--- src/rtl/alu_seq_muldiv.sv ---
// Multi-cycle ALU: single-cycle base ops plus
// iterative shift-add multiply and restoring divide.
module alu_seq_muldiv #(
  parameter int WIDTH = 32
) (
  input  logic             clk,
  input  logic             rst_n,
  input  logic             start,
  input  logic             flush,
  input  logic [3:0]       ALUControl,
  input  logic [WIDTH-1:0] A,
  input  logic [WIDTH-1:0] B,
  output logic             busy,
  output logic             done,
  output logic [WIDTH-1:0] ALUResult,
  output logic             zero
);

  localparam int CW = $clog2(WIDTH + 1);
  localparam logic [WIDTH-1:0] MINV =
    {1'b1, {(WIDTH-1){1'b0}}};

  localparam logic [3:0] OP_MUL   = 4'b1000;
  localparam logic [3:0] OP_MULH  = 4'b1001;
  localparam logic [3:0] OP_MULHU = 4'b1010;
  localparam logic [3:0] OP_DIV   = 4'b1011;
  localparam logic [3:0] OP_DIVU  = 4'b1100;
  localparam logic [3:0] OP_REM   = 4'b1101;
  localparam logic [3:0] OP_REMU  = 4'b1110;

  typedef enum logic [1:0] {
    S_IDLE,
    S_MUL,
    S_DIV,
    S_DONE
  } state_t;

  state_t state, state_nx;

  logic [3:0]         op_q;
  logic               neg_q;
  logic [CW-1:0]      cnt;
  logic [WIDTH-1:0]   mcand;
  logic [2*WIDTH-1:0] acc;
  logic [WIDTH-1:0]   dvsr;
  logic [WIDTH-1:0]   quo;
  logic [WIDTH:0]     rem;

  logic             is_mul, is_div, sgn_in;
  logic             div0, ovf, special, neg_in;
  logic [WIDTH-1:0] a_op, b_op, imm_res;

  logic [WIDTH:0]     msum;
  logic [2*WIDTH-1:0] acc_nx, acc_sg;
  logic [WIDTH:0]     rsh, diff, rem_nx;
  logic [WIDTH-1:0]   quo_nx, fin_res;

  assign busy = (state != S_IDLE);
  assign done = (state == S_DONE);

  // Decode the incoming op and resolve single-cycle results
  always_comb begin
    is_mul  = (ALUControl == OP_MUL) |
              (ALUControl == OP_MULH) |
              (ALUControl == OP_MULHU);
    is_div  = (ALUControl >= OP_DIV) &
              (ALUControl <= OP_REMU);
    sgn_in  = (ALUControl == OP_MULH) |
              (ALUControl == OP_DIV) |
              (ALUControl == OP_REM);
    a_op    = (sgn_in && A[WIDTH-1]) ? -A : A;
    b_op    = (sgn_in && B[WIDTH-1]) ? -B : B;
    div0    = (B == '0);
    ovf     = ((ALUControl == OP_DIV) |
               (ALUControl == OP_REM)) &
              (A == MINV) & (B == '1);
    special = is_div & (div0 | ovf);
    neg_in  = 1'b0;
    if (ALUControl == OP_REM)
      neg_in = A[WIDTH-1];
    else if (sgn_in)
      neg_in = A[WIDTH-1] ^ B[WIDTH-1];
    imm_res = '0;
    case (ALUControl)
      4'b0000: imm_res = A + B;
      4'b0001: imm_res = A - B;
      4'b0010: imm_res = A & B;
      4'b0011: imm_res = A | B;
      4'b0100: imm_res = {{(WIDTH-1){1'b0}},
                 ($signed(A) < $signed(B))};
      4'b0101: imm_res = A - B;
      4'b0110: imm_res = A ^ B;
      4'b0111: imm_res = {{(WIDTH-1){1'b0}},
                 (A < B)};
      OP_DIV:  imm_res = div0 ? '1 : MINV;
      OP_DIVU: imm_res = '1;
      OP_REM:  imm_res = div0 ? A : '0;
      OP_REMU: imm_res = A;
      default: imm_res = '0;
    endcase
  end

  // One multiply and one divide iteration, plus final sign fixup
  always_comb begin
    msum   = {1'b0, acc[2*WIDTH-1:WIDTH]} +
             {1'b0, (acc[0] ? mcand : '0)};
    acc_nx = {msum, acc[WIDTH-1:1]};
    acc_sg = neg_q ? -acc_nx : acc_nx;
    rsh    = {rem[WIDTH-1:0], quo[WIDTH-1]};
    diff   = rsh - {1'b0, dvsr};
    if (!diff[WIDTH]) begin
      rem_nx = diff;
      quo_nx = {quo[WIDTH-2:0], 1'b1};
    end else begin
      rem_nx = rsh;
      quo_nx = {quo[WIDTH-2:0], 1'b0};
    end
    case (op_q)
      OP_MUL:   fin_res = acc_nx[WIDTH-1:0];
      OP_MULH:  fin_res = acc_sg[2*WIDTH-1:WIDTH];
      OP_MULHU: fin_res = acc_nx[2*WIDTH-1:WIDTH];
      OP_DIV,
      OP_DIVU:  fin_res = neg_q ? -quo_nx : quo_nx;
      OP_REM,
      OP_REMU:  fin_res = neg_q ?
                  -rem_nx[WIDTH-1:0] :
                  rem_nx[WIDTH-1:0];
      default:  fin_res = '0;
    endcase
  end

  // State register
  always_ff @(posedge clk or negedge rst_n) begin
    if (!rst_n) state <= S_IDLE;
    else        state <= state_nx;
  end

  // Next-state logic; flush always returns to idle
  always_comb begin
    state_nx = state;
    unique case (state)
      S_IDLE: begin
        if (start && !flush) begin
          if (is_mul)
            state_nx = S_MUL;
          else if (is_div && !special)
            state_nx = S_DIV;
          else
            state_nx = S_DONE;
        end
      end
      S_MUL, S_DIV: begin
        if (flush)
          state_nx = S_IDLE;
        else if (cnt == '0)
          state_nx = S_DONE;
      end
      S_DONE: state_nx = S_IDLE;
      default: state_nx = S_IDLE;
    endcase
  end

  // Operand capture, iteration registers and result register
  always_ff @(posedge clk or negedge rst_n) begin
    if (!rst_n) begin
      op_q      <= '0;
      neg_q     <= 1'b0;
      cnt       <= '0;
      mcand     <= '0;
      acc       <= '0;
      dvsr      <= '0;
      quo       <= '0;
      rem       <= '0;
      ALUResult <= '0;
      zero      <= 1'b0;
    end else if (!flush) begin
      unique case (state)
        S_IDLE: begin
          if (start) begin
            op_q  <= ALUControl;
            neg_q <= neg_in;
            cnt   <= CW'(WIDTH - 1);
            mcand <= b_op;
            acc   <= {{WIDTH{1'b0}}, a_op};
            dvsr  <= b_op;
            quo   <= a_op;
            rem   <= '0;
            if (!(is_mul || (is_div && !special))) begin
              ALUResult <= imm_res;
              zero      <= (imm_res == '0);
            end
          end
        end
        S_MUL, S_DIV: begin
          acc <= acc_nx;
          quo <= quo_nx;
          rem <= rem_nx;
          cnt <= cnt - 1'b1;
          if (cnt == '0) begin
            ALUResult <= fin_res;
            zero      <= (fin_res == '0);
          end
        end
        default: ;
      endcase
    end
  end

endmodule

--- config.mk ---
export PLATFORM = sky130hd
export DESIGN_NAME = alu_seq_muldiv
export DESIGN_NICKNAME = d
export VERILOG_FILES = /design/src/rtl/alu_seq_muldiv.sv
export SDC_FILE = /design/constraint.sdc
export NUM_CORES = 1
export LEC_CHECK = 0
export ABC_CLOCK_PERIOD_IN_PS = 6200
export CORE_ASPECT_RATIO = 0.9
export CORE_MARGIN = 2
export CORE_UTILIZATION = 40
export DETAILED_ROUTE_END_ITERATION = 8
export RECOVER_POWER = 100
export SYNTH_ARGS = -nofsm -noshare
export SYNTH_HDL_FRONTEND = slang
export SYNTH_SLANG_ARGS = --single-unit
--- constraint.sdc ---
create_clock -name clk -period 6.2 [get_ports clk]
set_input_delay 1.24 -clock clk [delete_from_list [all_inputs] [get_ports clk]]
set_output_delay 1.24 -clock clk [all_outputs]
set_load 0.02 [all_outputs]
==> flow_summary.ini <==
[clock_tree]
cts_made_buffers = 25
clk_pin_slew_ns = 0.06
clock_latency_ns = 0.54
postCtsHoldBufs = 0
cts.sinks = 206
cts_tree = yes
cts.htree.levels = 1
ctsRootBufferMaster = clkbuf_16
cts_buffer_depth = 3

[logic_synthesis]
syn_avg_cell_area_um2 = 7.37
syn-num-nets = 3387
synth_warnings = 0
synth_flop_cell = dfrtp_1
muxShareOfSynthArea_pct = 2.58
yosys.area.top_type = dfrtp_1
synthSimpleGateAreaFrac_pct = 24.3
synth_edf_count = 0
netlist_top_cells_area = dfrtp_1 (22%), ha_1 (9.1%), nand2_1 (6.0%), o21ai_0 (5.8%), xnor2_1 (5.0%)
synth_top_family_by_area = compound AO/OA/AOI/OAI gates
synth.top_cell.area_share_pct = 22.3
syn_inst = 3142
ys_seq_area_share_pct = 22.3
yosysUniqueCellTypes = 89
ys_ff_latch = 206
synth_compound_area_share_pct = 28.5
synthesis.area_um2 = 23100
synth-adder-area-share_pct = 9.48
synth-xor-area-share_pct = 6.81
async_flop_share_pct = 100

[critical_path]
crit_path_start_kind = input port
crit_chain = dlygate4sd3_1, nor4_1, and3_1, nor4b_1, clkbuf_1, nand4_1, a21oi_1, buf_12, a21oi_1, nand2_1, a2111oi_0, buf_4, o31ai_1, mux2i_1, o21ai_0, buf_4, o21ai_1, o21ai_0
cp_data_arrival_time_ns = 6.56
setup.worst_path.end_class = register
cp.required_ns = 6.65
crit_type = input port to register
path_max_fanout = 21
slowest_delay_ns = 0.74
path_delay_family = simple AND/OR/NAND/NOR gates
slowest_stage = nor4_1
crit_buf_inv = 5

[die]
pin_count = 107
die_w_um = 258
coreArea_um2 = 57100
die-height_um = 232
start_util_pct = 40.5
die_area_um2 = 59800
rows = 83

[global_routing]
grt_first_pass_wirelength_mm = 145
grtUsageTotal_pct = 30.8
grt_pass1_vias = 24300
grt_max_degree = 141
grt_overflow = 0
antenna_found_initial = 1

[layout]
antennaDiodeCount = 0
final_util_pct = 47.9
final_common_cell = nand2_1
drive_gt1_share_pct = 11.1
layout_common_cells = nand2_1 (371), o21ai_0 (265), buf_4 (245)
final_nets = 3585
syn_to_final_growth_pct = 18.2

[sta]
maxSlewHeadroom_pct = -167
fmax_mhz = 164
rsz0062_at_grt = yes
maxSlewViolCount = 366
post-route-min-period_ns = 6.12
finalSetupTns_ns = 0
hold_viol_final = 0
worstMarginPinSlew_ns = 4.01
setup_viol = 0
skew_ns = 0.0132
finalCritPeriodShare_pct = 98.6

[detailed_routing]
via_per_inst = 6.27
routed_wl_mm = 95.0
antenna_left = 0
wl_per_cell_um = 23.0
first_pass_iters = 6
post-route-drc-count = 0
drt-initial-drc-count = 3159
num_vias = 25800

[pwr]
p_per_area_nw_per_um2 = 558
fin_total_pwr_mw = 15.3
p_leak_nw = 12.0
vdd_drop_max_uv = 334

[placed_design]
dp_hpwl_mm = 73.3
port_buffers = 106
routabilityCongestion = 0.987

[status]
outcome = finished with violations
violations = max-capacitance violations, max-slew violations

[run]
cap_violations = 5

[hold_path]
min_path_type = register to register
-- flip-flops by register name (all words and copies together), names as in the netlist --
register / cells
op_q: 4
rem: 32
dvsr: 32
quo: 32
state: 2
ALUResult: 32
neg_q: 1
cnt: 6
zero: 1
acc: 64
-- cells by family (layout without fill, tap and decap cells) --
kind of cell | Yosys count | count (layout)
fa+ha+maj | 173 | 173
buf+inv | 363 | 579
compound gates | 1003 | 1003
flops | 206 | 206
simple gates | 1160 | 1160
mux | 57 | 57
xor+xnor | 180 | 180
-- tightest hold or removal path, cell delays in order (launching register included) --
cell and delay [ns]:
dfrtp_1 0.33, nand2_1 0.04, o21ai_0 0.06
-- metal layers --
| metal | global-route usage (%) | part of all wire (%) |
|---|---|---|
| met3 | 3.50 | 8.4 |
| met2 | 47.5 | 43 |
| met5 | 0 | 0 |
| met4 | 11.2 | 4.0 |
| met1 | 44.0 | 45 |
-- synthesized netlist by cell type (46+ instances only) --
cell type	instances
nand2_1	371
o21ai_0	269
nor2_1	234
a21oi_1	226
dfrtp_1	206
ha_1	169
clkbuf_1	167
inv_1	163
nand3_1	158
xnor2_1	132
nor3_1	79
and2_1	51
a211oi_1	49
xor2_1	48
a21o_1	47
nor4_1	46
-- what timing repair did --
action                                  in CTS  in global routing
pin swaps                                   14                 10
hold endpoints to repair                     0                  0
resized for setup                           10                 12
endpoints found under the setup margin       1                  5
buffers inserted                             6                  3
-- cell type report --
type                            instances  area [µm²]
Clock inverter                          8         103
Multi-Input combinational cell       2573       16800
Sequential cell                       206        5160
Tap cell                              765         957
Clock buffer                           37         761
Inverter                              165         622
Timing Repair Buffer                  369        3010
Fill cell                            5718       29800
-- power breakdown --
group          switching (mW)  internal (mW)  total [mW]  leakage [nW]
clock network           0.625          0.931        1.56         0.421
registers               0.708           1.94        2.65          2.65
logic                    6.75           4.31        11.1          8.94
-- final timing paths --
kind / start / to / slack, ns / depth (start not counted)
min: ALUResult[12] / ALUResult[12] / 0.47 / 2
max: B[14] / ALUResult[24] / 0.08 / 18
max in group asynchronous: rst_n / acc[36] / 1.85 / 1
min reg2reg: ALUResult[12] / ALUResult[12] / 0.47 / 2
min in group asynchronous: rst_n / ALUResult[2] / 2.09 / 1
max reg2reg: quo[31] / zero / 0.12 / 28
-- per-stage QoR --
| stage | hold slack (ns) | cell area [µm²] | std cells | setup slack [ns] |
|---|---|---|---|---|
| 6_report | 0.473 | 27400 | 4123 | 0.0844 |
| 5_1_grt | 0.503 | 27400 | 4123 | -0.174 |
| 4_1_cts | 0.482 | 27400 | 4120 | 0.00964 |
| 3_5_place_dp | 0.468 | 26400 | 4069 | -0.253 |
| 3_3_place_gp | 0.461 | 26400 | 4069 | -0.194 |
| 2_1_floorplan | 0.445 | 23200 | 3142 | 0.000639 |
(Power assumes the default switching activity.)
